--- config.mk ---
export PLATFORM = sky130hd
export DESIGN_NAME = inst_fetch_unit
export DESIGN_NICKNAME = d
export VERILOG_FILES = /design/src/rtl/inst_fetch_unit.sv
export SDC_FILE = /design/constraint.sdc
export NUM_CORES = 1
export LEC_CHECK = 0
export CORE_ASPECT_RATIO = 1.25
export CORE_MARGIN = 3
export CORE_UTILIZATION = 41
export DETAILED_ROUTE_END_ITERATION = 8
export GPL_ROUTABILITY_DRIVEN = 0
export PLACE_DENSITY = 0.84
export RECOVER_POWER = 50
export SLEW_MARGIN = 15
export SYNTH_ARGS = -nofsm -noshare
export SYNTH_HDL_FRONTEND = slang
export SYNTH_SLANG_ARGS = --single-unit
--- constraint.sdc ---
create_clock -name clk -period 2.05 [get_ports clk]
set_input_delay 0.3075 -clock clk [delete_from_list [all_inputs] [get_ports clk]]
set_output_delay 0.3075 -clock clk [all_outputs]
set_load 0.005 [all_outputs]
--- src/rtl/inst_fetch_unit.sv ---
// Instruction fetch stage: PC register, IF/ID pipeline register and BOOT/RUN/HALT control.
// Optional macro DELAY_SLOT_EN keeps the delay-slot fetch on a taken redirect instead of squashing it.
module inst_fetch_unit #(
  parameter int          Inst_Num_BIT = 8,
  parameter logic [31:0] RESET_PC     = 32'h0000_0000
) (
  input  logic                    clk,
  input  logic                    reset,
  output logic [Inst_Num_BIT-1:0] Inst_Address,
  input  logic [31:0]             Instruction,
  input  logic                    Stall,
  input  logic                    Redirect,
  input  logic [31:0]             Redirect_Target,
  output logic [31:0]             IFID_Instruction,
  output logic [31:0]             IFID_PC_Plus_4,
  output logic                    IFID_Valid,
  output logic [31:0]             PC,
  output logic                    Fault
);

  localparam int ADDR_BITS = Inst_Num_BIT + 2;
  // Byte-address span covered by the instruction memory; bits above it must stay zero.
  localparam logic [32:0] LOW_MASK = (ADDR_BITS >= 32) ? 33'h0_FFFF_FFFF
                                                       : ((33'h1 << ADDR_BITS) - 33'h1);
  localparam logic [31:0] HI_MASK  = ~LOW_MASK[31:0];
  localparam bit          SEQ_CHK  = (ADDR_BITS < 32);

  typedef enum logic [1:0] {BOOT, RUN, HALT} state_t;

  typedef struct packed {
    logic [31:0] instr;
    logic [31:0] pc4;
    logic        valid;
  } ifid_t;

  state_t      state_q, state_d;
  logic [31:0] pc_q, pc_d;
  ifid_t       ifid_q, ifid_d;
  logic        fault_q, fault_d;

  logic [31:0] pc_plus_4;
  logic [32:0] low_sum;
  logic        seq_carry;
  logic        tgt_bad;
  ifid_t       fetch_ent, bubble_ent, redir_ent;

  assign pc_plus_4 = pc_q + 32'd4;
  assign low_sum   = ({1'b0, pc_q} & LOW_MASK) + 33'd4;
  assign seq_carry = SEQ_CHK && (low_sum > LOW_MASK);
  assign tgt_bad   = (Redirect_Target[1:0] != 2'b00) || ((Redirect_Target & HI_MASK) != 32'h0);

  assign fetch_ent  = '{instr: Instruction, pc4: pc_plus_4, valid: 1'b1};
  assign bubble_ent = '{instr: 32'h0,       pc4: pc_plus_4, valid: 1'b0};
`ifdef DELAY_SLOT_EN
  assign redir_ent  = fetch_ent;
`else
  assign redir_ent  = bubble_ent;
`endif

  always_comb begin
    state_d = state_q;
    pc_d    = pc_q;
    ifid_d  = ifid_q;
    fault_d = fault_q;
    case (state_q)
      BOOT: begin
        // PC is held, so this edge latches the word at RESET_PC.
        ifid_d  = fetch_ent;
        state_d = RUN;
      end
      RUN: begin
        if (!Stall) begin
          if (Redirect) begin
            if (tgt_bad) begin
              ifid_d  = bubble_ent;
              fault_d = 1'b1;
              state_d = HALT;
            end else begin
              pc_d   = Redirect_Target;
              ifid_d = redir_ent;
            end
          end else if (seq_carry) begin
            ifid_d  = bubble_ent;
            fault_d = 1'b1;
            state_d = HALT;
          end else begin
            pc_d   = pc_plus_4;
            ifid_d = fetch_ent;
          end
        end
      end
      HALT: ifid_d = bubble_ent;
      default: begin
        ifid_d  = bubble_ent;
        state_d = HALT;
      end
    endcase
  end

  always_ff @(posedge clk or negedge reset) begin
    if (!reset) begin
      state_q <= BOOT;
      pc_q    <= RESET_PC;
      ifid_q  <= '0;
      fault_q <= 1'b0;
    end else begin
      state_q <= state_d;
      pc_q    <= pc_d;
      ifid_q  <= ifid_d;
      fault_q <= fault_d;
    end
  end

  assign Inst_Address     = pc_q[Inst_Num_BIT+1:2];
  assign PC               = pc_q;
  assign IFID_Instruction = ifid_q.instr;
  assign IFID_PC_Plus_4   = ifid_q.pc4;
  assign IFID_Valid       = ifid_q.valid;
  assign Fault            = fault_q;

endmodule

* After elaboration in Yosys (flattened, before gate mapping)
Index checks and enable logic that the tools add are counted.
Operators by class: mux-type cells 15, magnitude comparators 1, reductions and logical operators 8, bitwise operators 2, add/sub/neg operators 2, eq/ne operators 8
Operators by type and width (count):
- two-way mux 65 bit | 3
- one-hot mux 65 bit (2 select lines) | 1
- two-way mux 32 bit | 3
- adder 32 x 3 -> 32 bit, second input constant | 1
- nonzero test 32 bit | 1
- AND reduction 4 bit | 3
- adder 10 x 3 -> 11 bit, second input constant | 1
- > comparator 11 x 10 -> 1 bit, second input constant | 1
- two-way mux 2 bit | 4
- != test 2 bit, second input constant | 3
- != test 3 bit, second input constant | 2
- one-hot mux 2 bit (3 select lines) | 1
- nonzero test 2 bit | 2
- two-way mux 1 bit | 3
- equality test 2 x 1 -> 1 bit, second input constant | 1
- equality test 2 bit, second input constant | 1
- zero test 2 bit | 1
- != test 2 x 1 -> 1 bit, second input constant | 1
- NOT 1 bit | 2
- logical OR 1 bit | 1
Storage, ports and cells: word-level logic and storage cells 42, bits in registers 100, output and inout port bits 106, bits of input ports 68

* Depth between registers and ports, before layout
Gate-level depths: netlist (run 1).
depth after elaboration 6, gate-level depth with buffers 10, mapped depth without buffers 8

* Worst setup path before layout (run 1)
No wires, ideal clock.
path type reg2reg, start register pc_q[3], in the netlist PC[3], end register pc_q[21], in the netlist PC[21], data required time 1913 ps, stages on the path, launching flop included 10, data arrival time 2017 ps, buffers on the path 2, setup slack -104 ps, library setup time 137 ps, period minus slack after synthesis 2154 ps, path through dfrtp_1 > ha_1 > buf_2 > and4b_1 > nand4_1 > a32o_1 > o211a_1 > buf_4 > a21oi_1 > o22ai_1
Between the ends: cells in the longest elaborated chain, start to end 4
Ends and longest elaborated chain:
- from (decl) | line 37 | logic [31:0] pc_q, pc_d;
- from (signal assigned) | line 108 | pc_q <= pc_d;
- adder 10 x 3 -> 11 bit | line 48 | assign low_sum = ({1'b0, pc_q} & LOW_MASK) + 33'd4;
- > comparator 11 x 10 -> 1 bit | line 49 | assign seq_carry = SEQ_CHK && (low_sum > LOW_MASK);
- != test 2 bit (no line)
- AND reduction 4 bit (no line)
Several ways; a longest one is shown, not always the timed one. The select of a mux whose other input is x is not followed. A chain may end at the register's enable or synchronous reset.

* Final worst setup path (run 1)
start register pc_q[2], in the netlist PC[2], end register pc_q[29], in the netlist PC[29]
Same word-level chain as after synthesis.

==> results of run 1 <==
==> through the flow <==
step	setup slack (ps)	TNS, ps	instances
final	-202	-3280	856
after global routing	-269	-14410	856
after CTS	-89.0	-278	851
after detailed placement	-451	-11800	833
after global placement	-358	-10120	833
after floorplan	-14.5	-14.5	482
==> Yosys cell counts, drive strengths merged, types with 6 or more instances <==
| master | count | area (µm²) |
|---|---|---|
| nand3 | 18 | 103 |
| buf | 25 | 170 |
| and3 | 8 | 50.1 |
| nand2 | 51 | 191 |
| a31oi | 6 | 43.8 |
| o21ai | 39 | 199 |
| dfrtp | 100 | 2500 |
| a22o | 32 | 280 |
| nor2 | 30 | 113 |
| inv | 10 | 37.5 |
| nand4 | 6 | 50.0 |
| nor3 | 13 | 65.1 |
| nor2b | 11 | 68.8 |
| a21oi | 19 | 98.9 |
| nor4 | 9 | 77.6 |
| xnor2 | 17 | 149 |
| xor2 | 8 | 70.1 |
| clkbuf | 19 | 71.3 |
==> worst max-delay path, delay by kind of cell, from the launching register on <==
kind,cells,cell delay [ps]
compound gates,4,880
fa+ha+maj,1,200
simple gates,2,450
buf+inv,1,140
flops,1,460
==> kinds of logic (layout without fill, tap and decap cells) <==
group / Yosys count / after routing / share of synthesized area, %
AO/OA/AOI/OAI: 126 / 126 / 18.0
buffers and inverters: 54 / 271 / 5.73
XOR/XNOR: 25 / 25 / 4.49
adder cells (fa/ha/maj): 2 / 2 / 0.513
AND/OR/NAND/NOR: 172 / 172 / 19.3
flip-flops: 100 / 100 / 51.3
multiplexers: 3 / 3 / 0.642
==> metal layers <==
layer | track usage (%) | share of wire, % | vias up
met5 | 0 | 0 | -
met4 | 6.81 | 1.7 | 0
met3 | 3.53 | 5.7 | 21
met2 | 40.0 | 53 | 189
met1 | 26.1 | 40 | 2235
li1 | - | - | 2157
==> sequential cells by signal (all words and copies together), names as in the netlist <==
| signal | count |
|---|---|
| IFID_Instruction | 32 |
| IFID_PC_Plus_4 | 32 |
| Fault | 1 |
| IFID_Valid | 1 |
| PC | 32 |
| state_q | 2 |
==> final cells by class <==
cell class / count / area share (%)
clock buffer: 10 / 3.11
clock inverter: 6 / 0.927
multi-input combinational: 328 / 30.2
inverter: 10 / 0.488
timing repair buffer: 245 / 30.2
tap: 157 / 2.55
sequential: 100 / 32.6
==> timing repair <==
item | in CTS | in global routing
gates resized for setup | 13 | 34
setup buffers | 1 | 3
pin swaps | 4 | 8
hold buffers | 1 | 0
gates cloned | 0 | 2
endpoints found under the setup margin | 16 | 64
hold endpoints to repair | 17 | 0
==> how the worst max path moves through the flow <==
stage / from / to / slack (ps) / depth (start not counted)
after global routing: PC[2] / PC[29] / -270 / 8
after floorplan: PC[3] / PC[29] / -10 / 8
after detailed placement: Redirect / PC[15] / -450 / 9
after CTS: PC[3] / PC[31] / -90 / 8
final: PC[2] / PC[29] / -200 / 8
after global placement: Redirect / PC[23] / -360 / 9
==> power breakdown <==
| part | total [mW] | leakage (nW) | internal, mW | switching (mW) |
|---|---|---|---|---|
| clock network | 1.76 | 0.146 | 0.991 | 0.769 |
| logic | 1.78 | 1.90 | 1.08 | 0.705 |
| registers | 2.48 | 1.27 | 2.23 | 0.251 |
| total | 6.02 | 3.31 | 4.30 | 1.72 |
==> results.md, run 1 <==
* Outcome: finished with violations
* Failing checks: setup timing
* Tot GR Track Use at a little over a fifth
* Ys flop type: dfrtp_1
* Min-Delay Startpoint: Fault
* Asr flop ratio synth at between 90% and 100%
* P&R area growth vs syn at 57.9%
* Dpl hpwl at ~11 mm
* Dpl cell area at a little over 7000 µm²
* Fin crit period at between 2000 and 2500 ps
* Worst setup EP type: flip-flop
* Lkg Pwr at 3.31 nW
* Post-synth design cell area at about 4900 µm²
* Reg2reg start: PC[2]
* Tightest Hold Check Type: reg2reg
* Reg-to-reg endpoint: PC[29]
* Core area at ~11,000 µm²
* Number of global-route vias before repair at between 4,000 and 5,000
* H-tree levels at 3
* Total grt overflow at 0
* Drt total wl at roughly 15 mm
* Register area at around 2500 µm²
* Final setup violation count at 43
* Residual DRC count at 0
* Worst Skew at between 6 and 7 ps
* Max cap viols at 0
* CP Cell Sequence: ha_4 > a21oi_1 > o211ai_1 > a32o_2 > o211a_1 > buf_6 > and4b_1 > nor4_1
* Total CTS buffers at 9
* Synth warnings at 0
* Relative slew slack at 28.0%
* Post-route cell area at just under 8000 µm²
* Largest net degree at the start of global routing at 75
* Slew Viols, Final at 0
* Worst slew pin tran at 1080 ps
* Final core utilization at around two thirds
* Port bufs at 173
* Clock Tree Buf Depth at 2
* First-pass DRT Iterations at 5
* Post-synth EDFFs at 0
* Crit-path max FO at 7
* Seq/Total Area, Yosys at approximately 51%
* Nets at 764
* CP arrival at 2480 ps
* Die Y at between 100 and 150 µm
* Diode count at 0
* Leading cell type in the layout, fill and taps excluded: clkdlybuf4s50_1
* Antenna violations before repair at 0
* DR iter-0 viols at roughly 230
* Drt wl/cell at approximately 18 µm
* Critical Path Max Stage Delay at 460 ps
* Sink Count at 100
* Ports at 174
* Reg2Reg Depth at 8
* # fillers at about 810
* Reg2reg setup slack at -200 ps
* PD cells at between 700 and 800 nW/µm²
* Worst setup path class: reg2reg
* CP max-delay cell: dfrtp_2
* Max Freq at 444 MHz
* Drt via density at approximately 5.4
* Syn Area/Cell at slightly above 10 µm²
* Multi-input logic area at about 2300 µm²
* Period utilization at 110%
* CTS tree: done
* Final antenna-violating net count at 0
* Power Total at between 6 and 7 mW
* Placement Rows at between 40 and 50
* Startpoint types: flip-flop
* Ratio of cells with drive above 1 in the final layout at approximately a fifth
* Unrepaired setup endpoints after global routing: true
* Root Buffer Master: clkbuf_16
* Clock latency on the worst-skew pair at 340 ps
* Most frequent cells in the layout: clkdlybuf4s50_1 (156), dfrtp_1 (97), buf_4 (55), nand2_1 (50), a22o_1 (32)
* Number of synthesized register bits at 100
* Netlist cell types at 60
* Post-Syn Instances at a little under 500
* Count of final hold-check violations at 0
* Syn_nets at approximately 550
* Hold path depth at 1
* Setup ws final at -202 ps
* WHS Endpoint: Fault
* Initial core utilization at between 40 and 50%
* CP required at ~2300 ps
* DR vias at 4,602
* Max IR drop VDD at around 0.56 mV
* Worst-path clk slew at 70 ps
* First-pass GRT wire length at roughly 24 mm
* Die W at slightly above 100 µm
* WHS at around 460 ps
* Total die area at 13,200 µm²
Note: power is estimated with default switching activity, not from simulation.
==> inputs of run 2 (changes only) <==
--- a/config.mk
+++ b/config.mk
@@ -7,10 +7,10 @@
 export LEC_CHECK = 0
 export CORE_ASPECT_RATIO = 1.25
 export CORE_MARGIN = 3
-export CORE_UTILIZATION = 41
+export CORE_UTILIZATION = 49
 export DETAILED_ROUTE_END_ITERATION = 8
 export GPL_ROUTABILITY_DRIVEN = 0
-export PLACE_DENSITY = 0.84
+export PLACE_DENSITY = 0.93
 export RECOVER_POWER = 50
 export SLEW_MARGIN = 15
 export SYNTH_ARGS = -nofsm -noshare
==> constraint.sdc (replaced) <==
create_clock -name clk -period 2.75 [get_ports clk]
set_input_delay 0.4125 -clock clk [delete_from_list [all_inputs] [get_ports clk]]
set_output_delay 0.4125 -clock clk [all_outputs]
set_load 0.005 [all_outputs]
==> results.md, run 2 (same netlist as run 1, synthesis figures left out) <==
* Outcome: finished clean
* CTS tree: done
* PD cells at 629 nW/µm² (-20%)
* Setup TNS at 0 ps (+3280 ps)
* P&R area growth vs syn at 43.2%
* Hold_buf cts at 0 (-1)
* Slew Viols, Final at 0 (unchanged)
* Period utilization at 92.7% (-17 points)
* Clock latency on the worst-skew pair at 340 ps (about the same)
* Total CTS buffers at 9 (unchanged)
* Max cap viols at 0 (unchanged)
* Total grt overflow at 0 (unchanged)
* Startpoint types: flip-flop
* Ratio of cells with drive above 1 in the final layout at 7.19% (-12 points)
* Worst setup path class: reg2reg
* Relative slew slack at 15.0% (-13 points)
* CP arrival at 2780 ps (+300 ps)
* CP required at 2980 ps (+700 ps)
* Multi-input logic area at 2100 µm² (-9.5%)
* Tightest Hold Check Type: in2async
* Number of global-route vias before repair at 4,427 (-5.1%)
* Unrepaired setup endpoints after global routing: false
* H-tree levels at 3 (unchanged)
* Final core utilization at 72.3% (+4.5 points)
* Largest net degree at the start of global routing at 54 (-28%)
* Max IR drop VDD at 0.349 mV (-38%)
* Dpl hpwl at 9.98 mm (-7.2%)
* CP Launch Point: PC[2]
* Lkg Pwr at 3.05 nW (-7.7%)
* Most frequent cells in the layout: clkdlybuf4s50_1 (124), dfrtp_1 (100), nand2_1 (51), dlygate4sd3_1 (48), o21ai_0 (36)
* # fillers at 659 (-19%)
* Diode count at 0 (unchanged)
* Die Y at 118 µm (-8.1%)
* Count of final hold-check violations at 0 (unchanged)
* Residual DRC count at 0 (unchanged)
* DR vias at 4,326 (-6.0%)
* Setup ws final at 202 ps (+403 ps)
* Final antenna-violating net count at 0 (unchanged)
* Drt wl/cell at 17.7 µm (+0.84%)
* Core area at 9660 µm² (-15%)
* Root Buffer Master: clkbuf_16
* Worst Skew at 6.59 ps (-0.343 ps)
* Final setup violation count at 0 (-100%)
* Port bufs at 173 (unchanged)
* Max Freq at 392 MHz (-12%)
* Leading cell type in the layout, fill and taps excluded: clkdlybuf4s50_1
* Initial core utilization at 50.5% (+7.5 points)
* Clock Tree Buf Depth at 2 (unchanged)
* Total die area at 11,200 µm² (-16%)
* Register area at 2500 µm² (-0.15%)
* Worst slew pin tran at 1280 ps (+195 ps)
* DR iter-0 viols at 253 (+11%)
* Crit-path max FO at 13 (+6)
* First-pass GRT wire length at 21.7 mm (-8.9%)
* Drt via density at 5.65 (+5.0%)
* Placed cell count at 750 (-10%)
* Tot GR Track Use at 24.4% (+2.7 points)
* Placement Rows at 40 (-7.0%)
* Die W at 95.2 µm (-8.0%)
* Drt total wl at 13.5 mm (-9.8%)
* Non-Filler Instances at 766 (-11%)
* Nets at 705 (-7.7%)
* Sink Count at 100 (unchanged)
* Fin crit period at 2550 ps (+297 ps)
* First-pass DRT Iterations at 5 (unchanged)
* Ports at 174 (unchanged)
* Worst setup EP type: flip-flop
* Post-place setup slack at -20.0 ps (+431 ps)
* Antenna violations before repair at 0 (unchanged)
* Worst-path clk slew at 70 ps (about the same)
* Reg2reg start: PC[2]
[run 2: final cells by class]
class	count	share of cell area, %
multi-input combinational	328	30.1
sequential	100	35.8
clock buffer	12	3.67
clock inverter	4	1.36
tap	126	2.26
inverter	10	0.538
timing repair buffer	186	26.2
[run 2: through the flow]
step	power, mW	hold WS, ps	area [µm²]
detailed placement	2.98	461	6650
floorplan	2.33	117	4870
finish	4.39	353	6980
CTS	4.45	130	7000
global route	4.59	460	6980
global placement	2.93	457	6650
[run 2: timing repair]
| item | 4_1_cts | 5_1_grt |
|---|---|---|
| setup endpoints to repair | 0 | 1 |
| gates resized for setup | 0 | 1 |
| buffers inserted | 0 | 0 |
[run 2: per-layer routing]
metal  GRT usage (%)  vias up  wire length (µm)  share of wire (%)
met5               0        -                 0                  0
met4            11.0        0               333                2.5
met3            4.35       23              1020                7.5
met2            42.4      195              7080                 52
met1            28.8     2076              5110                 38
li1                -     2032                 -                  -
[run 2: final timing paths]
kind | end | slack, ps | depth (start not counted)
max | PC[29] | 200 | 7
min | IFID_PC_Plus_4[22] | 350 | 1
max reg2reg | PC[29] | 200 | 7
min reg2reg | IFID_PC_Plus_4[1] | 470 | 2
max in group asynchronous | IFID_PC_Plus_4[26] | 620 | 2
min in group clk | IFID_PC_Plus_4[1] | 470 | 2
[run 2: report_power, final]
group	leakage, nW	switching (mW)	total, mW	internal (mW)
clock network	0.173	0.522	1.46	0.938
registers	1.27	0.242	1.90	1.66
logic	1.61	0.405	1.03	0.623
total	3.05	1.17	4.39	3.22
[run 2: worst max-delay path, stage by stage, from the launching register on]
cell	delay, ps
dfrtp_1	450
ha_2	330
and4b_1	210
nand4_1	140
a32o_1	350
o211a_1	430
and4b_1	300
nor4_1	230
